==> src/rtl/ksa_param.sv <==
// ---------------------------------------------------------------------------
// ksa_param -- parametrised RC4 key-scheduling engine
//
// Runs the RC4 key-scheduling swap loop over an external single-port S-box
// RAM with 1-cycle synchronous read latency. Each index takes four cycles:
// read S[i], read S[j'], write S[j'] <= S[i], write S[i] <= S[j'].
//
// Build option: macro KSA_INIT_PASS_EN
//   defined   : an N-cycle INIT pass writes S[k] = k before the swap loop.
//   undefined : the swap loop runs directly on the preloaded RAM contents.
//
// Parameters:
//   ADDR_W    S-box index/data width, depth N = 2**ADDR_W (arithmetic mod N)
//   KEY_BYTES key length in bytes, byte 0 is the most significant byte
//
// Ports:
//   clk     clock, all state on the rising edge
//   rst     synchronous active-high reset
//   en      start request, sampled only while rdy = 1
//   rdy     idle and able to accept en
//   done    one-cycle pulse on the final swap write
//   key     key, latched when the request is accepted
//   addr    S-box address
//   rddata  S-box read data (valid the cycle after a read address)
//   wrdata  S-box write data
//   wren    S-box write enable
// ---------------------------------------------------------------------------
module ksa_param #(
   parameter int ADDR_W    = 8,
   parameter int KEY_BYTES = 3
) (
   input  logic                   clk,
   input  logic                   rst,
   input  logic                   en,
   output logic                   rdy,
   output logic                   done,
   input  logic [KEY_BYTES*8-1:0] key,
   output logic [ADDR_W-1:0]      addr,
   input  logic [ADDR_W-1:0]      rddata,
   output logic [ADDR_W-1:0]      wrdata,
   output logic                   wren
);

   localparam int KEY_W  = KEY_BYTES * 8;
   localparam int KIDX_W = (KEY_BYTES > 1) ? $clog2(KEY_BYTES) : 1;
   localparam logic [ADDR_W-1:0] I_LAST    = '1;
   localparam logic [KIDX_W-1:0] KIDX_LAST = KIDX_W'(KEY_BYTES - 1);

`ifdef KSA_INIT_PASS_EN
   typedef enum logic [2:0] {S_IDLE, S_INIT, S_RD_I, S_LD_I, S_LD_J, S_WR_I} state_t;
`else
   typedef enum logic [2:0] {S_IDLE, S_RD_I, S_LD_I, S_LD_J, S_WR_I} state_t;
`endif

   state_t              state_q, state_d;
   logic [ADDR_W-1:0]   i_q, i_d;
   logic [ADDR_W-1:0]   j_q, j_d;
   logic [KIDX_W-1:0]   kidx_q, kidx_d;
   logic [KEY_W-1:0]    key_q, key_d;
   logic [ADDR_W-1:0]   si_q, si_d;
   logic [ADDR_W-1:0]   sj_q, sj_d;

   // Split the latched key into bytes, byte 0 taken from the MSB end.
   logic [7:0] key_byte [KEY_BYTES];

   genvar gi;
   generate
      for (gi = 0; gi < KEY_BYTES; gi++) begin : g_key_byte
         assign key_byte[gi] = key_q[KEY_W-1-gi*8 -: 8];
      end
   endgenerate

   // Key byte resized to the S-box width, and the candidate new j. jn uses
   // rddata directly, so it is only meaningful in LD_I where rddata = S[i].
   logic [ADDR_W-1:0] kb;
   logic [ADDR_W-1:0] jn;

   always_comb begin
      kb = ADDR_W'(key_byte[kidx_q]);
      jn = j_q + rddata + kb;
   end

   // State register
   always_ff @(posedge clk) begin
      if (rst) begin
         state_q <= S_IDLE;
         i_q     <= '0;
         j_q     <= '0;
         kidx_q  <= '0;
         key_q   <= '0;
         si_q    <= '0;
         sj_q    <= '0;
      end else begin
         state_q <= state_d;
         i_q     <= i_d;
         j_q     <= j_d;
         kidx_q  <= kidx_d;
         key_q   <= key_d;
         si_q    <= si_d;
         sj_q    <= sj_d;
      end
   end

   // Next-state logic
   always_comb begin
      state_d = state_q;
      i_d     = i_q;
      j_d     = j_q;
      kidx_d  = kidx_q;
      key_d   = key_q;
      si_d    = si_q;
      sj_d    = sj_q;
      case (state_q)
         S_IDLE: begin
            if (en) begin
               key_d  = key;
               i_d    = '0;
               j_d    = '0;
               kidx_d = '0;
`ifdef KSA_INIT_PASS_EN
               state_d = S_INIT;
`else
               state_d = S_RD_I;
`endif
            end
         end
`ifdef KSA_INIT_PASS_EN
         S_INIT: begin
            if (i_q == I_LAST) begin
               i_d     = '0;
               state_d = S_RD_I;
            end else begin
               i_d = i_q + 1'b1;
            end
         end
`endif
         S_RD_I: state_d = S_LD_I;
         S_LD_I: begin
            si_d    = rddata;
            j_d     = jn;
            state_d = S_LD_J;
         end
         S_LD_J: begin
            sj_d    = rddata;
            state_d = S_WR_I;
         end
         S_WR_I: begin
            kidx_d = (kidx_q == KIDX_LAST) ? '0 : kidx_q + 1'b1;
            if (i_q == I_LAST) begin
               state_d = S_IDLE;
            end else begin
               i_d     = i_q + 1'b1;
               state_d = S_RD_I;
            end
         end
         default: state_d = S_IDLE;
      endcase
   end

   // Output decode. The S[j] read is issued in LD_I, before either write of
   // this iteration, so when i == j both writes carry the same old value.
   always_comb begin
      rdy    = 1'b0;
      done   = 1'b0;
      wren   = 1'b0;
      addr   = '0;
      wrdata = '0;
      case (state_q)
         S_IDLE: rdy = 1'b1;
`ifdef KSA_INIT_PASS_EN
         S_INIT: begin
            addr   = i_q;
            wrdata = i_q;
            wren   = 1'b1;
         end
`endif
         S_RD_I: addr = i_q;
         S_LD_I: addr = jn;
         S_LD_J: begin
            addr   = j_q;
            wrdata = si_q;
            wren   = 1'b1;
         end
         S_WR_I: begin
            addr   = i_q;
            wrdata = sj_q;
            wren   = 1'b1;
            done   = (i_q == I_LAST);
         end
         default: ;
      endcase
   end

endmodule

==> config.mk <==
export PLATFORM = sky130hd
export DESIGN_NAME = ksa_param
export DESIGN_NICKNAME = d
export VERILOG_FILES = /design/src/rtl/ksa_param.sv
export SDC_FILE = /design/constraint.sdc
export NUM_CORES = 1
export LEC_CHECK = 0
export ABC_AREA = 1
export BUFFER_PORTS_ARGS = -buffer_cell sky130_fd_sc_hd__buf_2
export CORE_UTILIZATION = 46
export DETAILED_ROUTE_END_ITERATION = 7
export GPL_TIMING_DRIVEN = 0
export PLACE_DENSITY = 0.67
export SLEW_MARGIN = 20
export SYNTH_ARGS = -nofsm -noshare
export SYNTH_HDL_FRONTEND = slang
export SYNTH_SLANG_ARGS = --single-unit
==> constraint.sdc <==
create_clock -name clk -period 5.5 [get_ports clk]
set_clock_uncertainty 0.15 [all_clocks]
set_input_delay 1.1 -clock clk [delete_from_list [all_inputs] [get_ports clk]]
set_output_delay 1.1 -clock clk [all_outputs]
set_load 0.005 [all_outputs]
==> results of run 1 <==
==> final timing paths <==
check / to / cells after the start / from / slack [ns]
min: key_byte[9] / 2 / key_byte[9] / 0.30
max: addr[5] / 13 / kidx_q[1] / 0.93
max reg2reg: j_q[5] / 12 / kidx_q[1] / 2.39
min reg2reg: key_byte[9] / 2 / key_byte[9] / 0.30
==> registers in the layout, summed over array words and instances (netlist names) <==
| signal | cells |
|---|---|
| state_q | 3 |
| key_byte | 24 |
| si_q | 8 |
| i_q | 8 |
| kidx_q | 2 |
| sj_q | 8 |
| j_q | 8 |
==> critical path, delay by kind of cell, from the launching register on <==
family	cells	cell delay [ns]
compound gates	5	0.84
buf+inv	4	0.61
fa+ha+maj	3	1.11
flops	1	0.30
simple gates	1	0.11
==> cell families after synthesis <==
family,count (synthesis)
compound gates,124
buf+inv,72
flops,61
fa+ha+maj,15
simple gates,167
xor+xnor,2
==> per-stage QoR <==
step	cell area (sq um)	setup WS [ns]	utilization	total power, W	hold WS, ns
global route	3710	0.686	0.571	0.00132	0.318
global placement	3540	1.09	0.545	0.000873	0.283
floorplan	3180	1.56	-	0.000779	0.275
detailed placement	3540	1.11	0.545	0.000881	0.288
finish	3710	0.934	0.571	0.00124	0.298
CTS	3710	0.925	0.571	0.00124	0.297
==> where the power goes <==
part / internal (W) / leakage (nW) / total (W) / switching [W]
Clock: 0.000188 / 0.0877 / 0.000363 / 0.000175
Sequential: 0.000496 / 0.498 / 0.000525 / 0.0000286
Combinational: 0.000128 / 1.09 / 0.000349 / 0.000221
==> layout make-up <==
| cell class | count | area [sq um] |
|---|---|---|
| Tap cell | 77 | 96.3 |
| Clock inverter | 1 | 5.00 |
| Sequential cell | 61 | 1220 |
| Inverter | 53 | 199 |
| Fill cell | 639 | 2790 |
| Multi-Input combinational cell | 308 | 1680 |
| Timing Repair Buffer | 52 | 260 |
| Buffer | 19 | 85.1 |
| Clock buffer | 15 | 166 |
==> layout by cell type, fill, tap and decap left out, drive strengths merged <==
master / count
fa: 8
inv: 53
clkinv: 1
o21bai: 1
ha: 7
nand4: 4
nand2: 92
nor2: 47
nand3b: 1
a21o: 1
xor2: 1
a21oi: 52
a31oi: 1
buf: 62
dfxtp: 61
xnor2: 1
a221oi: 1
o211ai: 4
nor3: 6
a22oi: 3
nand3: 15
o21a: 1
a22o: 8
o21ai: 52
clkbuf: 24
or2: 2
==> per-layer routing <==
metal / GRT usage / up-vias / wire [um]
li1: - / 1574 / -
met1: 0.325 / 1388 / 3860
met5: 0 / - / 0
met4: 0.0971 / 0 / 143
met2: 0.398 / 78 / 3770
met3: 0.0584 / 11 / 367
==> results by group, run 1 <==
Clocking
  • TritonCTS clock tree: done
  • Worst skew pair latency: 0.35 ns
  • Clock Sinks: a little over 60
  • Post-CTS Resized: 0
  • Root Driver: clkbuf_8
  • Hold buffers post-CTS: 0
  • CTS H-tree lvls: 3
  • Reg clk slew, reported paths: ~0.060 ns
  • CTS Buffer Depth: 2
  • Number of buffers added for setup after CTS: 0
  • CTS Buf Count: 9

Pwr
  • Worst vdd ir: approximately 0.00019 V
  • LEAKAGE: around 1.7 nW
  • Pwr Density: approximately 330 nW/um^2

Setup path
  • Crit. End Element: output pin
  • CP Class: reg -> out
  • Startpoint types: register
  • Data arrival, critical path: around 3.3 ns
  • Most frequent CP cell: o21ai_0
  • Worst path slowest cell: fa_1
  • CP max stage delay: about 0.52 ns
  • Crit path max fanout: 10
  • CP Data Required Time: about 4.3 ns
  • Critical-path cell list: buf_2, clkbuf_1, o21ai_0, o21ai_0, fa_1, ha_1, inv_1, fa_1, o21ai_0, a21oi_1, o21ai_0, nand2_1, buf_2

Global routing
  • Vias in the first global route: about 2900
  • Total gr overflow: 0
  • GRT Overall Usage: 0.248
  • Initial antenna violation count: 0
  • Pin count of the biggest net entering global routing: 11
  • Wire length of the first global-routing pass: about 14000 um

STA
  • Max-slew headroom: 0.578
  • RSZ-0062 raised after global routing: no
  • Peak Freq: ~220 MHz
  • Final Hold Viols: 0
  • # setup viols final: 0
  • Fin crit period: approximately 4.6 ns
  • Max-slew violations: 0
  • TNS Setup: 0 ns
  • Fin crit share: 0.830
  • Worst-Margin Slew: ~0.63 ns

Placed design
  • Hpwl dp: 6090 um
  • DP Cell Count: 570
  • Gp weighted congestion: roughly 0.86
  • I/O Buffers: between 50 and 60

Die
  • Horiz. Die Dim: between 80 and 90 um
  • Die area: ~7300 sq um
  • Die height: between 80 and 90 um
  • Boundary pin count: between 50 and 60
  • Initial Util: 0.490
  • Core Area: about 6500 sq um
  • Site Rows: 29

Synthesis
  • Post-Syn Nets: ~490
  • Avg Cell Area, Syn: 7.21 sq um
  • Post-Synth Adder-Cell Area: 0.0779
  • Seq cells post-synth: just over 60
  • EDFF count, synth: 0
  • Most frequent cell after synthesis: nand2_1
  • Largest family of logic cells by synthesized area: simple AND/OR/NAND/NOR gates
  • Synth Area in XOR/XNOR: 0.00551
  • YS warnings: 0
  • Post-synthesis simple-gate area fraction: 0.229
  • Compound-cell area share of the yosys netlist: 0.214
  • Seq/Total Area, Yosys: 0.384
  • Post-synth top flop: dfxtp_1
  • Cell taking the most area after synthesis: dfxtp_1
  • Mapped Area: about 3200 sq um
  • Async SR Flop Fraction: 0
  • Commonest cells post-synth: nand2_1, dfxtp_1, a21oi_1, o21ai_0
  • Post-synthesis mux area share: 0
  • Top cells by area, synth: dfxtp_1, nand2_1, a21oi_1, o21ai_0, inv_1
  • Synth top area share: 0.384
  • Post-synthesis cell type count: 37
  • Syn Inst Count: 441

Route
  • Vias per cell: around 5.2
  • # DRC: 0
  • Routed wire length: between 8000 and 9000 um
  • ANT nets after route: 0
  • Initial DRC Count: between 100 and 150
  • Via Count: 3051
  • Drt pass-1 iters: 4
  • DR WL/cell: between 10 and 15 um

Job
  • Max-Cap Viols: 0

Status
  • Status: completed

Finish
  • N_diodes: 0
  • # nets final: between 500 and 600
  • Area growth syn-to-layout: 16.6%
  • Fraction of layout cells with a size suffix above 1: 0.185
  • Finished Layout Cells: 586

Worst hold path
  • Worst min-delay path class: reg -> reg
(Power assumes the default switching activity.)
==> run 2: changes to the inputs <==
- ABC_AREA: 1 -> 0
- clock period: 5.5 -> 4.78 ns (I/O delays scaled with it)
==> run 2 against run 1 <==
Effect of this change: clock-buffer cell count shrank 5; register-to-register slack got worse by 0.90 ns; first-iteration DRC count is 2.7% higher; total power increased by 3.4%.
==> results by group, run 2 <==
Status
  • Status: completed

STA
  • Max-slew violations: 0 (unchanged)
  • RSZ-0062 raised after global routing: no
  • Final Hold Viols: 0 (unchanged)
  • Hold_ws: 0.306 ns (+0.00783 ns)
  • Max-slew headroom: 0.552 (-0.0261)
  • TNS Setup: 0 ns (unchanged)
  • Peak Freq: ~220 MHz
  • Fin crit share: 0.950
  • Fin crit period: 4.54 ns
  • Worst-Margin Slew: 0.669 ns (+0.0363 ns)
  • # setup viols final: 0 (unchanged)

Clocking
  • Root Driver: clkbuf_8
  • Reg clk slew, reported paths: 0.08 ns (+0.02 ns)
  • TritonCTS clock tree: done
  • Clock Sinks: 61 (unchanged)
  • Hold buffers post-CTS: 0 (unchanged)
  • CTS Buf Count: 9 (unchanged)
  • Worst skew pair latency: 0.35 ns (about the same)
  • CTS Buffer Depth: 2 (unchanged)
  • CTS H-tree lvls: 3 (unchanged)
  • Number of buffers added for setup after CTS: 0 (unchanged)

Pwr
  • Pwr Density: 342 nW/um^2 (+2.5%)
  • Worst vdd ir: 0.000198 V (+5.6%)
  • LEAKAGE: 1.46 nW (-13%)

Route
  • Via Count: 2943 (-3.5%)
  • Initial DRC Count: 152 (+2.7%)
  • Vias per cell: 5.38 (+3.3%)
  • # DRC: 0 (unchanged)
  • Routed wire length: 8180 um (+0.53%)
  • ANT nets after route: 0 (unchanged)
  • Drt pass-1 iters: 5 (+1)
  • DR WL/cell: 15.0 um (+7.7%)

Placed design
  • Hpwl dp: 6080 um (about the same)
  • I/O Buffers: 53 (+1.9%)
  • Gp weighted congestion: 0.814 (-5.1%)
  • DP Cell Count: 531 (-6.8%)

Finish
  • Area growth syn-to-layout: 17.8%
  • Finished Layout Cells: 547 (-6.7%)
  • Fraction of layout cells with a size suffix above 1: 0.194 (+0.00894)
  • # nets final: 515 (-7.0%)
  • Fillcell total: 641 (+0.31%)
  • N_diodes: 0 (unchanged)
  • Area occupied by multi-input gates: 1820 sq um (+8.5%)
  • Most common cell after layout, fill and taps aside: nand2_1
  • Storage cell area: 1220 sq um (unchanged)
  • Most frequent cells in the layout: nand2_1, buf_2, dfxtp_1
  • Largest register FFs: 24 (unchanged)

Synthesis
  • Top cells by area, synth: dfxtp_1, nand2_1, a21oi_1, fa_1, mux2i_1
  • Post-synth top flop: dfxtp_1
  • Seq/Total Area, Yosys: 0.384 (about the same)
  • Avg Cell Area, Syn: 7.93 sq um (+9.9%)
  • Post-synthesis cell type count: 45 (+22%)
  • Most frequent cell after synthesis: nand2_1
  • Seq cells post-synth: 61 (unchanged)
  • Syn Inst Count: 401 (-9.1%)
  • Mapped Area: 3180 sq um (about the same)
  • YS warnings: 0 (unchanged)
  • Synth top area share: 0.384 (about the same)
  • Commonest cells post-synth: nand2_1, dfxtp_1, a21oi_1, nor2_1, o21ai_0
  • Async SR Flop Fraction: 0 (unchanged)
  • EDFF count, synth: 0 (unchanged)
  • Post-Syn Nets: 451 (-8.1%)
  • Cell taking the most area after synthesis: dfxtp_1

Global routing
  • Vias in the first global route: 2791 (-2.4%)
  • Wire length of the first global-routing pass: 13400 um (-2.2%)
  • GRT Overall Usage: 0.240 (-0.00814)
  • Initial antenna violation count: 0 (unchanged)
  • Pin count of the biggest net entering global routing: 13 (+2)
  • Total gr overflow: 0 (unchanged)

Setup path
  • Data arrival, critical path: 3.44 ns (+0.12 ns)
  • Worst path slowest cell: fa_1
  • CP Class: reg -> out
  • Critical-path cell list: buf_4, mux2i_1, o21ai_0, fa_1, ha_1, inv_1, fa_1, nor2b_1, o31ai_1, o2bb2ai_1, xor2_1, o21ai_1, buf_2
  • Crit. End Element: output pin
  • Crit path max fanout: 10 (unchanged)
  • CP Data Required Time: 3.67 ns (-0.58 ns)
  • Most frequent CP cell: fa_1
  • CP max stage delay: 0.53 ns (about the same)
  • Startpoint types: register

Die
  • Site Rows: 29 (unchanged)
  • Die height: 85.1 um (about the same)
  • Boundary pin count: 54 (unchanged)
  • Die area: 7250 sq um (about the same)
  • Initial Util: 0.489 (about the same)
  • Core Area: 6490 sq um (unchanged)
  • Horiz. Die Dim: 85.1 um (about the same)

Job
  • Max-Cap Viols: 0 (unchanged)

Worst hold path
  • Worst min-delay path class: reg -> reg
run 2: cell families after synthesis:
logic type / synth area share
mux: 0.0488
buf+inv: 0.0437
flops: 0.384
simple gates: 0.219
xor+xnor: 0.0303
compound gates: 0.196
fa+ha+maj: 0.0780
run 2: critical path, delay by kind of cell (launching register included):
kind	cells	cell delay, ns
multiplexers	1	0.21
AND/OR/NAND/NOR	1	0.18
flip-flops	1	0.38
AO/OA/AOI/OAI	4	0.65
XOR/XNOR	1	0.15
adder cells (fa/ha/maj)	3	1.10
buffers and inverters	3	0.41
run 2: power breakdown:
group	total, W	switching, W	leakage, nW	internal [W]
clock network	0.000463	0.000218	0.0971	0.000245
registers	0.000560	0.0000214	0.496	0.000539
logic	0.000255	0.000155	0.862	0.0000999
total	0.00128	0.000395	1.46	0.000884
run 2: what timing repair did:
action	CTS	global route
gates resized for setup	1	3
endpoints found under the setup margin	1	1
pin swaps	0	0
hold endpoints to repair	0	0
run 2: layout make-up:
cell class              count  area share
plain buffers              25      0.0291
clock buffers              10      0.0341
clock inverters             6      0.0194
inverters                   9     0.00902
multi-input cells         306       0.486
flip-flops and latches     61       0.326
well taps                  77      0.0257
repair buffers             53      0.0709
run 2: metrics by stage:
stage	worst slack (ns)	total power, W	instance area [sq um]	utilization
2_1_floorplan	0.835	0.000742	3180	-
3_3_place_gp	0.269	0.000816	3540	0.545
3_5_place_dp	0.254	0.000823	3540	0.545
4_1_cts	0.104	0.00128	3740	0.576
5_1_grt	0.0213	0.00135	3740	0.576
6_report	0.237	0.00128	3740	0.576
run 2: final timing paths:
path                startpoint  slack [ns]  cells past startpoint           end
setup / recovery     kidx_q[1]        0.24                     13       addr[7]
hold / removal    key_byte[21]        0.31                      2  key_byte[21]
setup reg to reg     kidx_q[1]        1.49                     12        j_q[7]
hold reg to reg   key_byte[21]        0.31                      2  key_byte[21]
run 2: routing by layer:
layer | up-vias | GRT usage | routed length [um]
met2 | 70 | 0.426 | 4050
li1 | 1505 | - | -
met3 | 11 | 0.0632 | 365
met5 | - | 0 | 0
met1 | 1357 | 0.289 | 3670
met4 | 0 | 0.0616 | 97
